===== config.mk =====
export PLATFORM = sky130hd
export DESIGN_NAME = store_buffer
export DESIGN_NICKNAME = d
export VERILOG_FILES = /design/src/rtl/store_buffer.sv
export SDC_FILE = /design/constraint.sdc
export NUM_CORES = 1
export LEC_CHECK = 0
export CAP_MARGIN = 30
export CORE_MARGIN = 2
export CORE_UTILIZATION = 30
export CTS_BUF_LIST = sky130_fd_sc_hd__clkbuf_8
export CTS_CLUSTER_SIZE = 8
export DETAILED_ROUTE_END_ITERATION = 6
export PLACE_DENSITY = 0.59
export SLEW_MARGIN = 20
export SYNTH_ARGS = -nofsm -noshare
export SYNTH_HDL_FRONTEND = slang
export SYNTH_SLANG_ARGS = --single-unit

===== constraint.sdc =====
create_clock -name cpu_clk_50M -period 5.05 [get_ports cpu_clk_50M]
set_input_delay 0.7575 -clock cpu_clk_50M [delete_from_list [all_inputs] [get_ports cpu_clk_50M]]
set_output_delay 0.7575 -clock cpu_clk_50M [all_outputs]
set_load 0.02 [all_outputs]

===== src/rtl/store_buffer.sv =====
// Store buffer: formats SB/SH/SW into lane strobes and lane-placed data, queues them,
// and drains one write at a time over a req/addr_ok/data_ok bus. Flags load address hits.
module store_buffer #(
    parameter int unsigned DEPTH = 4,
    parameter int unsigned AW    = 2
) (
    input  logic        cpu_clk_50M,
    input  logic        cpu_rst,
    input  logic        st_valid,
    output logic        st_ready,
    input  logic [7:0]  st_aluop,
    input  logic [31:0] st_addr,
    input  logic [31:0] st_data,
    input  logic        st_device,
    output logic        st_ade,
    input  logic [31:0] ld_addr,
    output logic        ld_hit,
    output logic        empty,
    output logic        data_req,
    output logic [3:0]  data_wstrb,
    output logic [31:0] data_addr,
    output logic [31:0] data_wdata,
    input  logic        data_addr_ok,
    input  logic        data_ok
);

    localparam logic [7:0] OP_SB = 8'h38;
    localparam logic [7:0] OP_SH = 8'h39;
    localparam logic [7:0] OP_SW = 8'h3A;
    localparam int unsigned CW = AW + 1;

    typedef struct packed {
        logic [29:0] word;
        logic [3:0]  strb;
        logic [31:0] data;
    } entry_t;

    typedef enum logic [1:0] {S_IDLE, S_ADDR, S_DATA} state_t;

    state_t         state, state_next;
    entry_t         mem [DEPTH];
    entry_t         fmt, head_next;
    logic [AW-1:0]  wr_ptr, rd_ptr, rd_adv;
    logic [CW-1:0]  count, count_next;
    logic           legal, misaligned, push, pop, load_head;
    logic [AW-1:0]  offset;
    logic [1:0]     unused_ld_low;

    assign unused_ld_low = ld_addr[1:0];

    // Store formatting: lane order matches the load-side extractor
    always_comb begin
        fmt        = '0;
        fmt.word   = st_addr[31:2];
        legal      = 1'b0;
        misaligned = 1'b0;
        case (st_aluop)
            OP_SW: begin
                legal      = 1'b1;
                misaligned = (st_addr[1:0] != 2'b00);
                fmt.strb   = 4'b1111;
                fmt.data   = st_device ? st_data
                           : {st_data[7:0], st_data[15:8], st_data[23:16], st_data[31:24]};
            end
            OP_SH: begin
                legal      = 1'b1;
                misaligned = st_addr[0];
                fmt.strb   = st_addr[1] ? 4'b0011 : 4'b1100;
                fmt.data   = st_addr[1] ? {16'h0000, st_data[7:0], st_data[15:8]}
                                        : {st_data[7:0], st_data[15:8], 16'h0000};
            end
            OP_SB: begin
                legal    = 1'b1;
                fmt.strb = 4'b1000 >> st_addr[1:0];
                fmt.data = {4{st_data[7:0]}};
            end
            default: ;
        endcase
    end

    assign st_ade   = st_valid & legal & misaligned;
    assign st_ready = (count != CW'(DEPTH));
    assign empty    = (count == '0);
    assign push     = st_valid & st_ready & legal & ~misaligned;
    assign rd_adv   = rd_ptr + AW'(1);

    // Any queued entry, including the head in flight, matches on word address
    always_comb begin
        ld_hit = 1'b0;
        offset = '0;
        for (int unsigned i = 0; i < DEPTH; i++) begin
            offset = AW'(i) - rd_ptr;
            if ((CW'(offset) < count) && (mem[i].word == ld_addr[31:2]))
                ld_hit = 1'b1;
        end
    end

    // Drain FSM next-state and pop
    always_comb begin
        state_next = state;
        pop        = 1'b0;
        case (state)
            S_IDLE: if (count != '0) state_next = S_ADDR;
            S_ADDR: if (data_addr_ok) state_next = S_DATA;
            S_DATA: if (data_ok) pop = 1'b1;
            default: state_next = S_IDLE;
        endcase
        count_next = count + CW'(push) - CW'(pop);
        if (pop)
            state_next = (count_next != '0) ? S_ADDR : S_IDLE;
    end

    // Next head: after a pop with only the incoming store left, bypass the write port
    always_comb begin
        load_head = (state_next == S_ADDR) && (state != S_ADDR);
        if (state == S_DATA)
            head_next = (push && (wr_ptr == rd_adv)) ? fmt : mem[rd_adv];
        else
            head_next = mem[rd_ptr];
    end

    always_ff @(posedge cpu_clk_50M) begin
        if (push) mem[wr_ptr] <= fmt;
    end

    always_ff @(posedge cpu_clk_50M) begin
        if (cpu_rst) begin
            state      <= S_IDLE;
            count      <= '0;
            wr_ptr     <= '0;
            rd_ptr     <= '0;
            data_req   <= 1'b0;
            data_wstrb <= '0;
            data_addr  <= '0;
            data_wdata <= '0;
        end else begin
            state    <= state_next;
            count    <= count_next;
            data_req <= (state_next == S_ADDR);
            if (push) wr_ptr <= wr_ptr + AW'(1);
            if (pop)  rd_ptr <= rd_adv;
            if (load_head) begin
                data_wstrb <= head_next.strb;
                data_addr  <= {head_next.word, 2'b00};
                data_wdata <= head_next.data;
            end
        end
    end

endmodule


After elaboration in Yosys (flattened, before gate mapping):

Memories as Yosys holds them, arrays and structs flattened. A register that Yosys moved wholly into a read port is not among the register bits.
Index checks and enable logic that the tools add are counted.

* add/subtract/negate cells: 8
* multipliers: 0
* divide/modulo/power cells: 0
* order comparisons: 4
* eq/ne operators: 13
* shifts and indexed selects: 1
* multiplexer cells: 23
* bitwise logic cells: 6
* reduce and logical (&&, ||, !) cells: 12

Operators by type and width (number)
* two-way mux 66 bit: 2
* == test 30 bit: 4
* one-hot mux 36 bit (3 select lines): 1
* two-way mux 32 bit: 2
* == test 8 x 6 -> 1 bit, second input constant: 3
* less-than comparator 2 x 3 -> 1 bit: 4
* two-way mux 1 bit: 10
* two-way mux 2 bit: 5
* logical AND 1 bit: 6
* one-hot mux 2 bit (3 select lines): 1
* nonzero test 3 bit: 2
* bitwise AND 1 bit: 5
* adder 2 x 1 -> 2 bit, second input constant: 2
* == test 2 x 1 -> 1 bit, second input constant: 2
* two-way mux 4 bit: 1
* >> shifter 4 x 2 -> 4 bit, first input constant: 1
* subtractor 1 x 2 -> 2 bit, first input constant: 2
* subtractor 2 bit, first input constant: 2
* adder 3 x 1 -> 3 bit: 1
* logical NOT 3 bit: 1
* inequality test 3 bit, second input constant: 1
* OR reduction 3 bit: 1
* subtractor 3 x 1 -> 3 bit: 1
* == test 2 bit: 1
* other kinds (6): 6

* bits in registers: 76
* latch bits: 0
* bits in writable memories: 264
* memory bits (read-only): 0
* input port bits: 110
* output and inout bits: 73
* word-level logic and storage cells: 76
* memories: 1

Memories
* mem: words 4, bits a word 66, rd ports 6, clocked after Yosys merged registers in 1, write ports 1, RTL line 41 `entry_t mem [DEPTH];`

Longest topological paths before layout:

* depth after elaboration: 12
* mapped depth: 18
* mapped depth without buffers: 14

Least setup slack after synthesis:

Ideal clock, no wire load.

* kind: in2reg
* start: in st_aluop[1]
* end: reg data_wdata[17]
* setup time: 0.088 ns
* data arrival time: 4.166 ns
* required time: 4.962 ns
* path slack: 0.796 ns
* stages on the path: 18
* path buffers: 4
* path through: buf_2 nor2b_1 clkbuf_1 o2bb2ai_1 nor3_1 inv_1 ha_1 inv_1 ha_1 inv_1 fa_1 xnor3_1 a31oi_2 nor2_1 buf_2 clkbuf_1 a21oi_1 a311oi_2

* cells in the longest elaborated chain, start to end: 12
* elaborated cells on any way between the ends: 20
* those cells by class: add/sub: 2; eq/ne: 4; mux: 7; bitwise: 3; reduce/logical: 4

RTL lines
* start, declared: RTL line 11 `input logic [7:0] st_aluop,`
* == test 8 x 6 -> 1 bit: RTL line 57 `case (st_aluop)`
* OR reduction 3 bit (no source line)
* two-way mux 1 bit: RTL line 57
* bitwise AND 1 bit (2 in series): RTL line 84 `assign push = st_valid & st_ready & legal & ~misaligned;`
* adder 3 x 1 -> 3 bit: RTL line 108 `count_next = count + CW'(push) - CW'(pop);`
* subtractor 3 x 1 -> 3 bit: RTL line 108
* nonzero test 3 bit: RTL line 110 `state_next = (count_next != '0) ? S_ADDR : S_IDLE;`
* two-way mux 1 bit: RTL line 110
* two-way mux 2 bit: RTL line 109 `if (pop)`
* == test 2 x 1 -> 1 bit: RTL line 115 `load_head = (state_next == S_ADDR) && (state != S_ADDR);`
* logical AND 1 bit: RTL line 115
* end signal, assigned: RTL line 145 `data_wdata <= head_next.data;`
* end, declared: RTL line 22 `output logic [31:0] data_wdata,`

Parallel ways exist; a longest one is shown, timed or not.
A chain may end at the register's enable or synchronous reset.

Worst setup path in the final report:

* start: reg rd_ptr[0]
* end: out ld_hit

* cells in the longest elaborated chain, start to end: 7
* elaborated cells on any way between the ends: 16
* those cells by class: add/sub: 4; order compare: 4; mux: 4; reduce/logical: 4

RTL lines
* start, declared: RTL line 43 `logic [AW-1:0] wr_ptr, rd_ptr, rd_adv;`
* start signal, assigned: RTL line 141 `if (pop) rd_ptr <= rd_adv;`
* subtractor 1 x 2 -> 2 bit: RTL line 92 `offset = AW'(i) - rd_ptr;`
* less-than comparator 2 x 3 -> 1 bit: RTL line 93 `if ((CW'(offset) < count) && (mem[i].word == ld_addr[31:2]))`
* logical AND 1 bit: RTL line 93
* two-way mux 1 bit (3 in series): RTL line 93
* two-way mux 1 bit *: RTL line 93
* end, declared: RTL line 17 `output logic ld_hit,`

Every way passes the cells marked *; elsewhere a longest branch is shown, timed or not.

==> impl_metrics.env <==
export IMPL_grt_antenna_before_repair=1
export IMPL_cp_arrival_ns=3.65
export IMPL_holdBufCountCts=0
export IMPL_drive_gt1_share_pct=17.24
export IMPL_timing_fmax_mhz=227.0
export IMPL_htree_num_levels=2
export IMPL_place_detailed_hpwl_um=36550
export IMPL_clkTransAtPathRegs_ns=0.06
export IMPL_cts_buffers_inserted=56
export IMPL_ys_seq_area_share_pct=53.07
export IMPL_seqCellArea_um2=9499
export IMPL_crit_fanout=33
export IMPL_p_int_w=0.004534
export IMPL_grt_start_max_net_pins=92
export IMPL_place_ws_ns=0.2056
export IMPL_endpoint_kind="output pin"
export IMPL_setup_tns_final_ns=0
export IMPL_ios=183
export IMPL_synth_adder_area_share_pct=0.8117
export IMPL_timing_hold_ws_ns=0.4950
export IMPL_crit_path_start_kind="flop"
export IMPL_critPathKind="flop to output pin"
export IMPL_power_w=0.006211
export IMPL_dr_total_vias=12896
export IMPL_cpMaxStageDelayCell="dfxtp_2"
export IMPL_totalWireLength_um=58020
export IMPL_power_density_nw_per_um2=288.0
export IMPL_synth_xor_area_share_pct=6.249
export IMPL_switchingPower_w=0.001677
export IMPL_yosys_top_cells_area="edfxtp_1 44%, mux4_2 17%, dfxtp_1 8.7%"
export IMPL_place_inst=2188
export IMPL_finalSetupViolCount=0
export IMPL_syn_avg_cell_area_um2=13.57
export IMPL_hold_viol=0
export IMPL_dieArea_um2=61570
export IMPL_stdcell_count=2294
export IMPL_cts_tree="yes"
export IMPL_hp_start="data_addr[22]"
export IMPL_max_cap_violations=0
export IMPL_vias_per_cell=5.622
export IMPL_cts_root_buffer="clkbuf_8"
export IMPL_postCtsSetupBuffers=0
export IMPL_p_leak_nw=6.326
export IMPL_sw_frac_of_total_pct=27.00
export IMPL_yosys_area_share_simple_pct=11.24
export IMPL_area_growth_pct=20.60
export IMPL_gr_usage_all_layers_pct=18.56
export IMPL_synth_top_area_cell="edfxtp_1"
export IMPL_yosys_area_top_type_share_pct=44.34
export IMPL_synth_compound_area_share_pct=8.313
export IMPL_synth_warnings=0
export IMPL_async_reset_ff_share_pct=0
export IMPL_netlist_area_um2=17880
export IMPL_fin_crit_ns=4.405
export IMPL_grt_pass1_vias=13009
export IMPL_initial_core_util_pct=30.30
export IMPL_crit_start="rd_ptr[0]"
export IMPL_seq_power_share_pct=50.7
export IMPL_combPwrFrac_pct=13.8
export IMPL_grt_pass1_wl_um=85190
export IMPL_multi_input_area_um2=7890
export IMPL_cts_buffer_depth=3
export IMPL_fp_dieW_um=248.1
export IMPL_ant_nets=0
export IMPL_clock_skew_ns=0.01610
export IMPL_min_path_type="flop to flop"
export IMPL_synth_mux_area_fraction_pct=17.30
export IMPL_synthCells=1318
export IMPL_core_area_um2=59020
export IMPL_num_rows=89
export IMPL_wire_per_inst_um=25.29
export IMPL_post_cts_resized=0
export IMPL_gp_congestion=0.9056
export IMPL_setup_ws_ns=0.6449
export IMPL_worst_slew_pin_slew_ns=1.051
export IMPL_clock_power_share_pct=35.5
export IMPL_rsz0062_at_grt="no"
export IMPL_drcViolationCount=0
export IMPL_report_final_slew_viol_count=0
export IMPL_ys_ff_latch=342
export IMPL_slew_headroom_pct=29.91
export IMPL_worst_ep_required_time_ns=4.29
export IMPL_nets=1595
export IMPL_die_h_um=248.1
export IMPL_outcome="complete, no violations"
export IMPL_synth_edff_count=264
export IMPL_first_iter_violations=1110
export IMPL_first_pass_iters=5
export IMPL_final_period_utilization_pct=87.23
export IMPL_overflow=0
export IMPL_fill_cells=5666
export IMPL_cp_cell_sequence="xnor2_1 -> ha_1 -> a21oi_1 -> o211ai_1 -> nor3_1 -> or4_1 -> clkdlybuf4s50_1"
export IMPL_ir_worst_vdd_mv=0.2203
export IMPL_cts_sinks=342
export IMPL_insertion_delay_ns=0.61
export IMPL_synth_flop_cell="edfxtp_1"
export IMPL_max_stage_delay_ns=1.01
export IMPL_synth_top_family_by_area="multiplexers"
export IMPL_r2r_start="count[2]"
export IMPL_port_buffers=178
export IMPL_synthDistinctLibCells=60
## power by group through the flow
stage	Combinational, W	Sequential [W]	Clock [W]
final	0.000855	0.00315	0.00221
after global routing	0.000912	0.00316	0.00237
after CTS	0.000860	0.00315	0.00224
after detailed placement	0.000857	0.00321	0
after global placement	0.000848	0.00321	0
after floorplan	0.000325	0.00327	0
## flip-flops by register name, indices dropped and copies added, names as in the netlist, named ones only
signal	cells
data_addr	30
mem	264
data_wstrb	4
data_req	1
wr_ptr	2
count	3
state	2
data_wdata	32
rd_ptr	2
## cells in the mapped netlist (2+ instances only)
master	instances
nand2b_1	7
inv_1	14
a32oi_1	21
nor2b_1	3
nand2_1	35
a22oi_1	5
edfxtp_1	264
buf_2	23
xor2_1	113
a221oi_1	2
ha_1	10
nand3b_1	68
a32o_1	2
mux4_2	132
a311oi_1	69
nor2_1	112
buf_4	9
mux2i_1	3
mux2_2	8
nand3_1	40
buf_1	5
or4b_1	3
dfxtp_1	78
o21ai_1	2
clkbuf_1	75
a21oi_1	87
a311oi_2	3
and2_1	4
and4b_1	8
nor4bb_1	7
o211ai_1	4
nor4_1	28
nand4_1	4
nor3_1	33
xnor2_1	12
## routing by layer
metal / vias to the layer above / track usage [%] / part of all wire [%]
li1: 5578 / - / -
met1: 6621 / 25.30 / 42
met2: 609 / 30.76 / 48
met3: 88 / 3.070 / 8.2
met4: 0 / 4.762 / 2.2
met5: - / 0 / 0
## final cells by class
cell class,instances,share of cell area [%]
Tap cell,773,4.485
Antenna cell,1,0.01160
Clock buffer,60,3.829
Clock inverter,44,0.8007
Sequential cell,342,44.05
Inverter,14,0.2437
Multi-Input combinational cell,851,36.59
Timing Repair Buffer,209,9.991
## logic make-up (layout without fill, tap and decap cells)
| group | count (synthesis) | after routing |
|---|---|---|
| simple gates | 364 | 364 |
| compound gates | 205 | 205 |
| mux | 143 | 143 |
| flops | 342 | 342 |
| other cells | 1 | 3 |
| buf+inv | 126 | 327 |
| fa+ha+maj | 11 | 11 |
| xor+xnor | 126 | 126 |
## worst max-delay path, delay by kind of cell (launching register included)
family | cells | cell delay, ns
compound gates | 2 | 0.26
xor+xnor | 1 | 0.19
fa+ha+maj | 1 | 0.33
buf+inv | 1 | 0.57
flops | 1 | 1.01
simple gates | 2 | 0.67
## layout by cell type (no fill, tap or decap), types with 3 or more instances in the layout
cell type	n
a21oi_1	87
a22oi_1	5
a311oi_1	69
a311oi_2	3
a32oi_1	21
and2_2	4
and4b_1	8
buf_12	10
buf_4	20
clkbuf_8	60
clkdlybuf4s50_1	177
clkinv_1	9
clkinv_2	6
dfxtp_1	74
edfxtp_1	264
ha_1	10
inv_1	43
mux2_2	8
mux2i_1	3
mux4_2	132
nand2_1	34
nand2b_1	6
nand3_1	40
nand3b_1	68
nand4_1	4
nor2_1	111
nor3_1	33
nor4_1	28
nor4bb_1	7
o211ai_1	4
or4b_1	3
xnor2_1	12
xor2_1	113
## stage by stage
step | utilization (%) | cell area [um^2]
5_1_grt | 36.54 | 21560
4_1_cts | 36.50 | 21540
3_3_place_gp | 34.76 | 20520
2_1_floorplan | - | 17880
3_5_place_dp | 34.81 | 20540
6_report | 36.54 | 21560
## final timing paths
path                         to  slack (ns)  cells past startpoint
setup reg to reg  data_addr[12]        1.12                     15
hold / removal    data_addr[22]        0.49                      2
setup / recovery         ld_hit        0.64                      7
hold reg to reg   data_addr[22]        0.49                      2
No activity file was read; power rests on OpenSTA's default activity.
